File: config.mk
export PLATFORM = sky130hd
export DESIGN_NAME = scan_bist_harness
export DESIGN_NICKNAME = d
export VERILOG_FILES = /design/src/rtl/scan_bist_harness_pkg.sv /design/src/rtl/galois_lfsr_step.sv /design/src/rtl/scan_bist_harness.sv
export SDC_FILE = /design/constraint.sdc
export NUM_CORES = 1
export LEC_CHECK = 0
export CORE_MARGIN = 5
export CORE_UTILIZATION = 50
export DETAILED_ROUTE_END_ITERATION = 12
export PLACE_DENSITY = 0.83
export SYNTH_ARGS = -nofsm -noshare
export SYNTH_HDL_FRONTEND = slang
export SYNTH_SLANG_ARGS = --single-unit
File: constraint.sdc
create_clock -name clk -period 2.7 [get_ports clk]
set_input_delay 0.81 -clock clk [delete_from_list [all_inputs] [get_ports clk]]
set_output_delay 0.81 -clock clk [all_outputs]
set_load 0.01 [all_outputs]
File: src/rtl/scan_bist_harness_pkg.sv
// Shared types and helpers for the scan BIST harness: FSM state encoding,
// default polynomial/seed, and the Galois step used by both LFSR and MISR.
package scan_bist_harness_pkg;

  typedef enum logic [1:0] {
    S_IDLE    = 2'd0,
    S_SHIFT   = 2'd1,
    S_CAPTURE = 2'd2,
    S_DONE    = 2'd3
  } state_e;

  localparam logic [15:0] DEF_POLY   = 16'hB400;
  localparam logic [15:0] DEF_SEED   = 16'hACE1;
  localparam int          STEP_MAX_W = 64;

  // Right-shifting Galois step; callers zero-extend narrower words so the
  // vacated MSB stays clear.
  function automatic logic [STEP_MAX_W-1:0] galois_step(
    input logic [STEP_MAX_W-1:0] value,
    input logic [STEP_MAX_W-1:0] poly,
    input logic [STEP_MAX_W-1:0] inject
  );
    return (value >> 1) ^ (value[0] ? poly : '0) ^ inject;
  endfunction

endpackage

File: src/rtl/galois_lfsr_step.sv
// Combinational next-value of a W-bit Galois register with an injected word
// (zero injection gives a plain LFSR step, cone response gives a MISR step).
module galois_lfsr_step
  import scan_bist_harness_pkg::*;
#(
  parameter int W = 16
) (
  input  logic [W-1:0] i_value,
  input  logic [W-1:0] i_poly,
  input  logic [W-1:0] i_inject,
  output logic [W-1:0] o_next
);

  assign o_next = W'(galois_step(STEP_MAX_W'(i_value),
                                 STEP_MAX_W'(i_poly),
                                 STEP_MAX_W'(i_inject)));

endmodule

File: src/rtl/scan_bist_harness.sv
// Scan BIST harness: shifts LFSR patterns into a scan state register, captures
// the external cone's response into a MISR, and repeats for N patterns.
module scan_bist_harness
  import scan_bist_harness_pkg::*;
#(
  parameter int               STATE_W = 22,
  parameter int               OUT_W   = 1,
  parameter int               SIG_W   = 16,
  parameter logic [SIG_W-1:0] POLY    = DEF_POLY,
  parameter logic [SIG_W-1:0] SEED    = DEF_SEED,
  parameter int               CNT_W   = 16
) (
  input  logic               clk,
  input  logic               rst,
  input  logic               start,
  input  logic [CNT_W-1:0]   num_patterns,
  input  logic [OUT_W-1:0]   cone_out,
  output logic [STATE_W-1:0] state_q,
  output logic               busy,
  output logic               done,
  output logic [CNT_W-1:0]   pattern_cnt,
  output logic [SIG_W-1:0]   signature
);

  localparam int BIT_W  = $clog2(STATE_W + 1);
  localparam int NCHUNK = (OUT_W + SIG_W - 1) / SIG_W;

  state_e               r_state;
  state_e               w_next_state;
  logic [STATE_W-1:0]   r_state_q;
  logic [SIG_W-1:0]     r_lfsr;
  logic [SIG_W-1:0]     r_misr;
  logic [CNT_W-1:0]     r_pat_cnt;
  logic [CNT_W-1:0]     r_num;
  logic [BIT_W-1:0]     r_bit_cnt;

  logic [SIG_W-1:0]        w_lfsr_next;
  logic [SIG_W-1:0]        w_misr_next;
  logic [SIG_W-1:0]        w_resp;
  logic [CNT_W-1:0]        w_pat_inc;
  logic [NCHUNK*SIG_W-1:0] w_cone_pad;

  assign w_pat_inc = r_pat_cnt + CNT_W'(1);

  // Wide cones are XOR-folded in SIG_W chunks; narrow ones just zero-extend.
  always_comb begin
    w_cone_pad = '0;
    w_cone_pad[OUT_W-1:0] = cone_out;
    w_resp = '0;
    for (int k = 0; k < NCHUNK; k++) begin
      w_resp = w_resp ^ w_cone_pad[k*SIG_W +: SIG_W];
    end
  end

  galois_lfsr_step #(.W(SIG_W)) u_lfsr_step (
    .i_value  (r_lfsr),
    .i_poly   (POLY),
    .i_inject ({SIG_W{1'b0}}),
    .o_next   (w_lfsr_next)
  );

  galois_lfsr_step #(.W(SIG_W)) u_misr_step (
    .i_value  (r_misr),
    .i_poly   (POLY),
    .i_inject (w_resp),
    .o_next   (w_misr_next)
  );

  always_comb begin
    w_next_state = r_state;
    case (r_state)
      S_IDLE: begin
        if (start) begin
          w_next_state = (num_patterns == '0) ? S_DONE : S_SHIFT;
        end
      end
      S_SHIFT: begin
        if (r_bit_cnt == BIT_W'(STATE_W - 1)) begin
          w_next_state = S_CAPTURE;
        end
      end
      S_CAPTURE: w_next_state = (w_pat_inc == r_num) ? S_DONE : S_SHIFT;
      S_DONE:    w_next_state = S_IDLE;
      default:   w_next_state = S_IDLE;
    endcase
  end

  always_ff @(posedge clk) begin
    if (rst) begin
      r_state   <= S_IDLE;
      r_state_q <= '0;
      r_lfsr    <= SEED;
      r_misr    <= '0;
      r_pat_cnt <= '0;
      r_num     <= '0;
      r_bit_cnt <= '0;
    end else begin
      r_state <= w_next_state;
      case (r_state)
        // A zero-length start still clears the signature so done reports 0.
        S_IDLE: begin
          if (start) begin
            r_num     <= num_patterns;
            r_lfsr    <= SEED;
            r_misr    <= '0;
            r_pat_cnt <= '0;
            r_bit_cnt <= '0;
          end
        end
        S_SHIFT: begin
          r_state_q <= {r_state_q[STATE_W-2:0], r_lfsr[0]};
          r_lfsr    <= w_lfsr_next;
          r_bit_cnt <= r_bit_cnt + BIT_W'(1);
        end
        S_CAPTURE: begin
          r_misr    <= w_misr_next;
          r_pat_cnt <= w_pat_inc;
          r_bit_cnt <= '0;
        end
        default: ;
      endcase
    end
  end

  assign state_q     = r_state_q;
  assign busy        = (r_state == S_SHIFT) || (r_state == S_CAPTURE);
  assign done        = (r_state == S_DONE);
  assign pattern_cnt = r_pat_cnt;
  assign signature   = r_misr;

endmodule

==> results.ini, run 1 <==
[synth]
synth_warnings=0
syn-instance-count=471
synth_seq_cells=93
yosysSeqAreaShare_pct=45.7
syn_area_sq_um=4070
avgSynthCellArea_sq_um=8.64
synth_nets=498
synth_cell_types=44

[critical_path]
worst-setup-path-type=reg -> out
rr_endpoint=r_state[1]
path_max_fanout=3
cpMaxStageDelayCell=clkdlybuf4s50_1
worstRegToRegCells=7
r2r_slack_ns=0.48
start_kind=flip-flop
timing.rr.start=pattern_cnt[0]
path_cells=inv_1 -> ha_1 -> clkdlybuf4s50_1
endpoint=busy
cp-end-kind=primary output
required_ns=1.89
slowest_delay_ns=0.54
worstSetupStartpoint=r_state[1]
crit_arrival_ns=1.71

[power]
comb_power_share_pct=32.7
max-vdd-ir-drop_v=0.000382
switching_power_uw=1270
p_seq_share_pct=44.0
power_uw=3610
p_clk_share_pct=23.3
p_per_area_nw_per_um2=712
leakage_uw=0.00181
p_sw_share_pct=35.1
p_int_uw=2350

[floorplanning]
fp-row-count=33
coreArea_sq_um=8090
die_h_microns=100
die_x_microns=100
die_area_sq_um=10000
initial_core_util_pct=50.3
ios=76

[clock_network]
postCtsHoldBufs=0
post_cts_buffers=0
cts_buffers=9
cts_root_buffer=clkbuf_8
clk_latency_ns=0.35
cts_tree=done
cts_buffer_depth=2
clock-sinks=93
path_clk_slew_ns=0.09
cts_resized=0
h-tree-depth=3

[route]
wl_per_cell_microns=15.2
first_iter_violations=230
vias=3549
drc=0
viasPerCell=5.51
wl_microns=9810
first_pass_iters=5
ant_nets=0

[sta]
setup_tns_ns=0
finalHoldViolCount=0
drv_slew=0
tightest_slew_ns=0.565
setup_viol=0
max_freq_ghz=0.397
relSlewSlack_pct=62.1
rsz0062_at_grt=no
fin_crit_sh_pct=93.3
clock_skew_ns=0.00885
period_needed_ns=2.52

[cells_and_area]
area_growth_pct=24.7
antenna_cells_inserted=0
nNetsFinal=562
final_layout_size_suffix_gt1_share_pct=5.94

[run]
cap_violations=0

[min_path]
min-delay-path-class=reg -> reg
min-delay-start=r_num[14]

[global_route]
grt_pass1_wl_microns=16700
grt_pass1_vias=3561
grt_max_degree=35
antenna_found_initial=0
overflow=0
grt.total_usage_pct=20.4

[place]
io_buffers=75
gp_congestion=0.842
hpwl_microns=7040

[run_status]
status=completed

-- kinds of logic after synthesis --
logic type / Yosys count / share of synthesized area (%)
AO/OA/AOI/OAI: 98 / 15.5
adder cells (fa/ha/maj): 7 / 2.15
XOR/XNOR: 34 / 7.31
AND/OR/NAND/NOR: 180 / 20.2
buffers and inverters: 37 / 3.72
flip-flops: 93 / 45.7
multiplexers: 22 / 5.41
-- layout make-up --
cell class	instances	area [sq um]
tap	105	131
inverter	6	22.5
clock inverter	3	21.3
timing repair buffer	84	826
fill	676	3020
clock buffer	12	155
sequential	93	1860
multi-input combinational	341	2060
-- state kept, by name, indices dropped and copies added, names as in the netlist --
name / flops
pattern_cnt: 16
r_bit_cnt: 5
state_q: 22
signature: 16
r_lfsr: 16
r_state: 2
r_num: 16
-- worst max-delay path, delay by kind of cell, from the launching register on --
| family | cells | cell delay, ns |
|---|---|---|
| buffers and inverters | 2 | 0.64 |
| adders and majority gates | 1 | 0.32 |
| DFF | 1 | 0.39 |
-- layer usage --
metal	vias up	part of all wire, %	global-route usage [%]	routed length (microns)
met2	110	50	34.4	4860
met5	-	0	0	0
met1	1656	41	24.2	4030
met3	22	7.3	6.95	711
li1	1761	-	-	-
met4	0	2.1	6.94	202
-- cells in the final DEF, fill, tap and decap left out, types with 3 or more instances in the layout --
master,synthesis,layout
nor2_1,75,75
nor3_1,7,7
inv_1,6,6
o21ai_1,3,3
and3_1,3,3
o21ai_0,12,12
o22ai_1,6,6
a21oi_1,32,32
buf_4,0,8
clkbuf_8,0,11
mux2i_1,22,22
and2_1,4,4
nor4_1,3,3
clkdlybuf4s50_1,0,74
xnor2_1,19,19
a311oi_1,3,3
xor2_1,15,15
nand3_1,10,10
nand2b_1,9,9
a22oi_1,28,28
nand2_1,48,48
a21o_1,4,4
dfxtp_1,93,93
a211oi_1,3,3
nand4_1,5,5
ha_1,7,7
-- synth_stat cells (all sizes together) --
cell type / instances / area, sq um
a211oi: 3 / 22.5
a21bo: 1 / 10.0
a21o: 4 / 30.0
a21oi: 32 / 160
a22oi: 28 / 210
a311oi: 3 / 26.3
a31oi: 2 / 12.5
and2: 4 / 25.0
and3: 3 / 18.8
and3b: 1 / 10.0
and4: 1 / 8.76
buf: 10 / 48.8
clkbuf: 21 / 80.1
dfxtp: 93 / 1860
ha: 7 / 87.6
inv: 6 / 22.5
mux2i: 22 / 220
nand2: 48 / 180
nand2b: 9 / 56.3
nand3: 10 / 50.1
nand3b: 2 / 15.0
nand4: 6 / 43.8
nand4b: 2 / 17.5
nor2: 75 / 282
nor2b: 1 / 6.26
nor3: 7 / 35.0
nor4: 3 / 18.8
nor4b: 2 / 17.5
o2111a: 1 / 11.3
o2111ai: 1 / 8.76
o21ai: 15 / 75.1
o22ai: 7 / 50.1
o31ai: 1 / 12.5
or2: 3 / 18.8
or3: 3 / 20.0
xnor2: 19 / 166
xor2: 15 / 131
-- power groups by stage --
stage	Clock [uW]	Sequential, uW	Combinational (uW)
6_report	843	1590	1180
5_1_grt	932	1600	1320
4_1_cts	864	1590	1180
3_5_place_dp	0	1620	1170
3_3_place_gp	0	1610	1140
2_1_floorplan	0	1590	867
-- per-stage QoR --
stage | hold WS [ns] | util, % | worst slack (ns) | cell area, sq um | instances
2_1_floorplan | 0.446 | - | 0.679 | 4070 | 471
3_3_place_gp | 0.457 | 60.5 | 0.222 | 4900 | 629
3_5_place_dp | 0.470 | 60.5 | 0.151 | 4900 | 629
4_1_cts | 0.483 | 62.7 | 0.176 | 5080 | 644
5_1_grt | 0.499 | 62.7 | 0.107 | 5080 | 644
6_report | 0.479 | 62.7 | 0.182 | 5080 | 644
-- worst min path at each step --
stage / end / slack (ns) / depth (start not counted)
3_3_place_gp: r_lfsr[15] / 0.46 / 2
6_report: r_num[14] / 0.48 / 2
5_1_grt: r_num[13] / 0.50 / 2
3_5_place_dp: r_lfsr[5] / 0.47 / 2
4_1_cts: r_num[14] / 0.48 / 2
2_1_floorplan: r_lfsr[6] / 0.45 / 2
Power figures use the tool's default switching activity.
==> run 2: changes to the inputs <==
- GPL_ROUTABILITY_DRIVEN: unset -> 0
- PLACE_DENSITY: 0.83 -> 0.81
- SYNTH_HIERARCHICAL: unset -> 1
==> run 2 against run 1 <==
Power grew 24%; register-to-register slack barely moved; wire length grew 17%; critical path depth stayed put; combinational power rose by 41%; utilization grew 2.5 points; setup slack lost 0.014 ns; clock skew is 0.0070 ns higher; final cell count up 28%; via count up 20%; largest power group unchanged.
==> results.ini, run 2 <==
[run_status]
status=completed

[route]
wl_per_cell_microns=14.0  ; -8.3%
wl_microns=11500  ; +17%
first_iter_violations=205  ; -11%
drc=0  ; unchanged
viasPerCell=5.16  ; -6.4%
vias=4251  ; +20%
first_pass_iters=5  ; unchanged
ant_nets=0  ; unchanged

[clock_network]
postCtsHoldBufs=0  ; unchanged
cts_root_buffer=clkbuf_8
path_clk_slew_ns=0.09  ; about the same
cts_tree=done
post_cts_buffers=0  ; unchanged
cts_buffer_depth=2  ; unchanged
cts_buffers=9  ; unchanged
cts_resized=0  ; unchanged
clk_latency_ns=0.36  ; about the same
clock-sinks=93  ; unchanged
h-tree-depth=3  ; unchanged

[place]
dpl_cell_area_sq_um=5850  ; +19%
dp_cells=809  ; +29%
io_buffers=75  ; unchanged
hpwl_microns=8100  ; +15%

[sta]
worst_hold_slack_ns=0.476  ; -0.00315 ns
relSlewSlack_pct=51.3  ; -11 points
max_freq_ghz=0.395  ; -0.55%
clock_skew_ns=0.0158  ; +0.00699 ns
period_needed_ns=2.53  ; +0.0140 ns
tightest_slew_ns=0.730  ; +0.166 ns
finalHoldViolCount=0  ; unchanged
setup_tns_ns=0  ; unchanged
fin_crit_sh_pct=93.8  ; +0.52 points
drv_slew=0  ; unchanged
setup_viol=0  ; unchanged
rsz0062_at_grt=no

[synth]
synth_cell_types=53  ; +20%
synth_seq_cells=93  ; unchanged
synth_compound_area_share_pct=12.5  ; -2.9 points
synthArstFlopShare_pct=0  ; unchanged
synthTopCellsByArea=dfxtp_1 39%, xor2_1 8.2%, xnor2_1 7.8%
synth_edf_count=0  ; unchanged
syn_area_sq_um=4830  ; +19%
synthMuxAreaShare_pct=4.77  ; -0.64 points
synth_common_cells=93 x dfxtp_1, 73 x nor2_1, 72 x nand2_1
synthSimpleGateAreaFrac_pct=21.1  ; +0.89 points
syn-instance-count=567  ; +20%
synth_top_family_by_area=simple AND/OR/NAND/NOR gates
synth_most_common_cell=dfxtp_1
avgSynthCellArea_sq_um=8.52  ; -1.4%
synth_warnings=6  ; +6
synth_ff_type=dfxtp_1
yosysSeqAreaShare_pct=38.5  ; -7.2 points
yosysTopAreaCell=dfxtp_1
netlist.area_leader.share_pct=38.5  ; -7.2 points
synth_fa_ha_area_share_pct=1.81  ; -0.34 points
synth_xor_xnor_area_share_pct=16.0  ; +8.6 points

[cells_and_area]
layout_common_cells=93 x dfxtp_1, 74 x clkdlybuf4s50_1, 73 x nor2_1
largest_register_ffs=22  ; unchanged
finalNonFillerCells=824  ; +28%
final_layout_size_suffix_gt1_share_pct=6.76  ; +0.83 points
fin_util_pct=65.3  ; +2.5 points
antenna_cells_inserted=0  ; unchanged
nNetsFinal=718  ; +28%
layout_commonest_cell=dfxtp_1
area_growth_pct=26.0
postLayoutCellArea_sq_um=6090  ; +20%

[critical_path]
cpMaxStageDelayCell=clkdlybuf4s50_1
required_ns=1.89  ; about the same
cp-end-kind=primary output
path_max_fanout=4  ; +1
r2r_slack_ns=0.49  ; about the same
start_kind=flip-flop
timing.rr.start=pattern_cnt[0]
worstSetupStartpoint=r_state[1]
slowest_delay_ns=0.55  ; about the same
path_cells=inv_1 -> ha_1 -> clkdlybuf4s50_1
crit_arrival_ns=1.72  ; about the same
worst-setup-path-type=reg -> out

[power]
max-vdd-ir-drop_v=0.000371  ; -2.8%
p_per_area_nw_per_um2=735  ; +3.3%
leakage_uw=0.00238  ; +31%

[global_route]
grtUsageMet3_pct=5.25  ; -1.7 points
busiest_layer=met2
antenna_found_initial=0  ; unchanged
overflow=0  ; unchanged
grt_pass1_vias=4081  ; +15%
grt_use_met1_pct=24.5  ; +0.32 points
grt_max_degree=42  ; +20%
grt.total_usage_pct=19.9  ; -0.47 points
globalRouteMet2Util_pct=33.9  ; -0.43 points
grt_pass1_wl_microns=18900  ; +13%

[floorplanning]
initial_core_util_pct=51.8  ; +1.5 points
fp-row-count=35  ; +6.1%
die_area_sq_um=11700  ; +17%
ios=76  ; unchanged
die_h_microns=108  ; +8.0%
coreArea_sq_um=9330  ; +15%
die_x_microns=108  ; +8.0%

[min_path]
min-delay-path-class=reg -> reg
min-delay-start=r_num[3]

[run]
cap_violations=0  ; unchanged

-- run 2: cell families (layout without fill, tap and decap cells) --
kind of cell / count (synthesis) / count (layout)
AO/OA/AOI/OAI: 95 / 95
XOR/XNOR: 88 / 88
adder cells (fa/ha/maj): 7 / 7
buffers and inverters: 42 / 109
flip-flops: 93 / 93
multiplexers: 23 / 23
other: 2 / 63
AND/OR/NAND/NOR: 217 / 217
-- run 2: final timing paths --
check        depth (start not counted)    endpoint
max                                  3        busy
min                                  2    r_num[3]
max reg2reg                          7  r_state[1]
min reg2reg                          2    r_num[3]
-- run 2: final cells by class --
type / instances / area [sq um]
clock buffers: 9 / 124
clock inverters: 6 / 116
fillers: 736 / 3240
inverters: 7 / 26.3
multi-input cells: 493 / 2950
flip-flops and latches: 93 / 1860
well taps: 129 / 161
repair buffers: 87 / 848
-- run 2: routing by layer --
layer  vias up  wire length, microns
met1      2000                  4860
met3         9                   817
met4         0                   111
met2       138                  5720
li1       2104                     -
met5         -                     0
-- run 2: per-stage QoR --
step	setup WS (ns)	power, uW
after floorplan	0.630	2870
after global placement	0.0139	3280
after detailed placement	-0.0899	3350
after CTS	0.141	4490
after global routing	0.115	4730
final	0.168	4480
-- run 2: report_power, final --
group          total [uW]  internal, uW  switching [uW]
clock                1130           620             512
combinational        1660           716             944
sequential           1680          1530             154
total                4480          2860            1610
-- run 2: worst max-delay path: cells and delay by family (launching register included) --
| family | cells | cell delay [ns] |
|---|---|---|
| adders and majority gates | 1 | 0.33 |
| buffers and inverters | 2 | 0.64 |
| DFF | 1 | 0.40 |
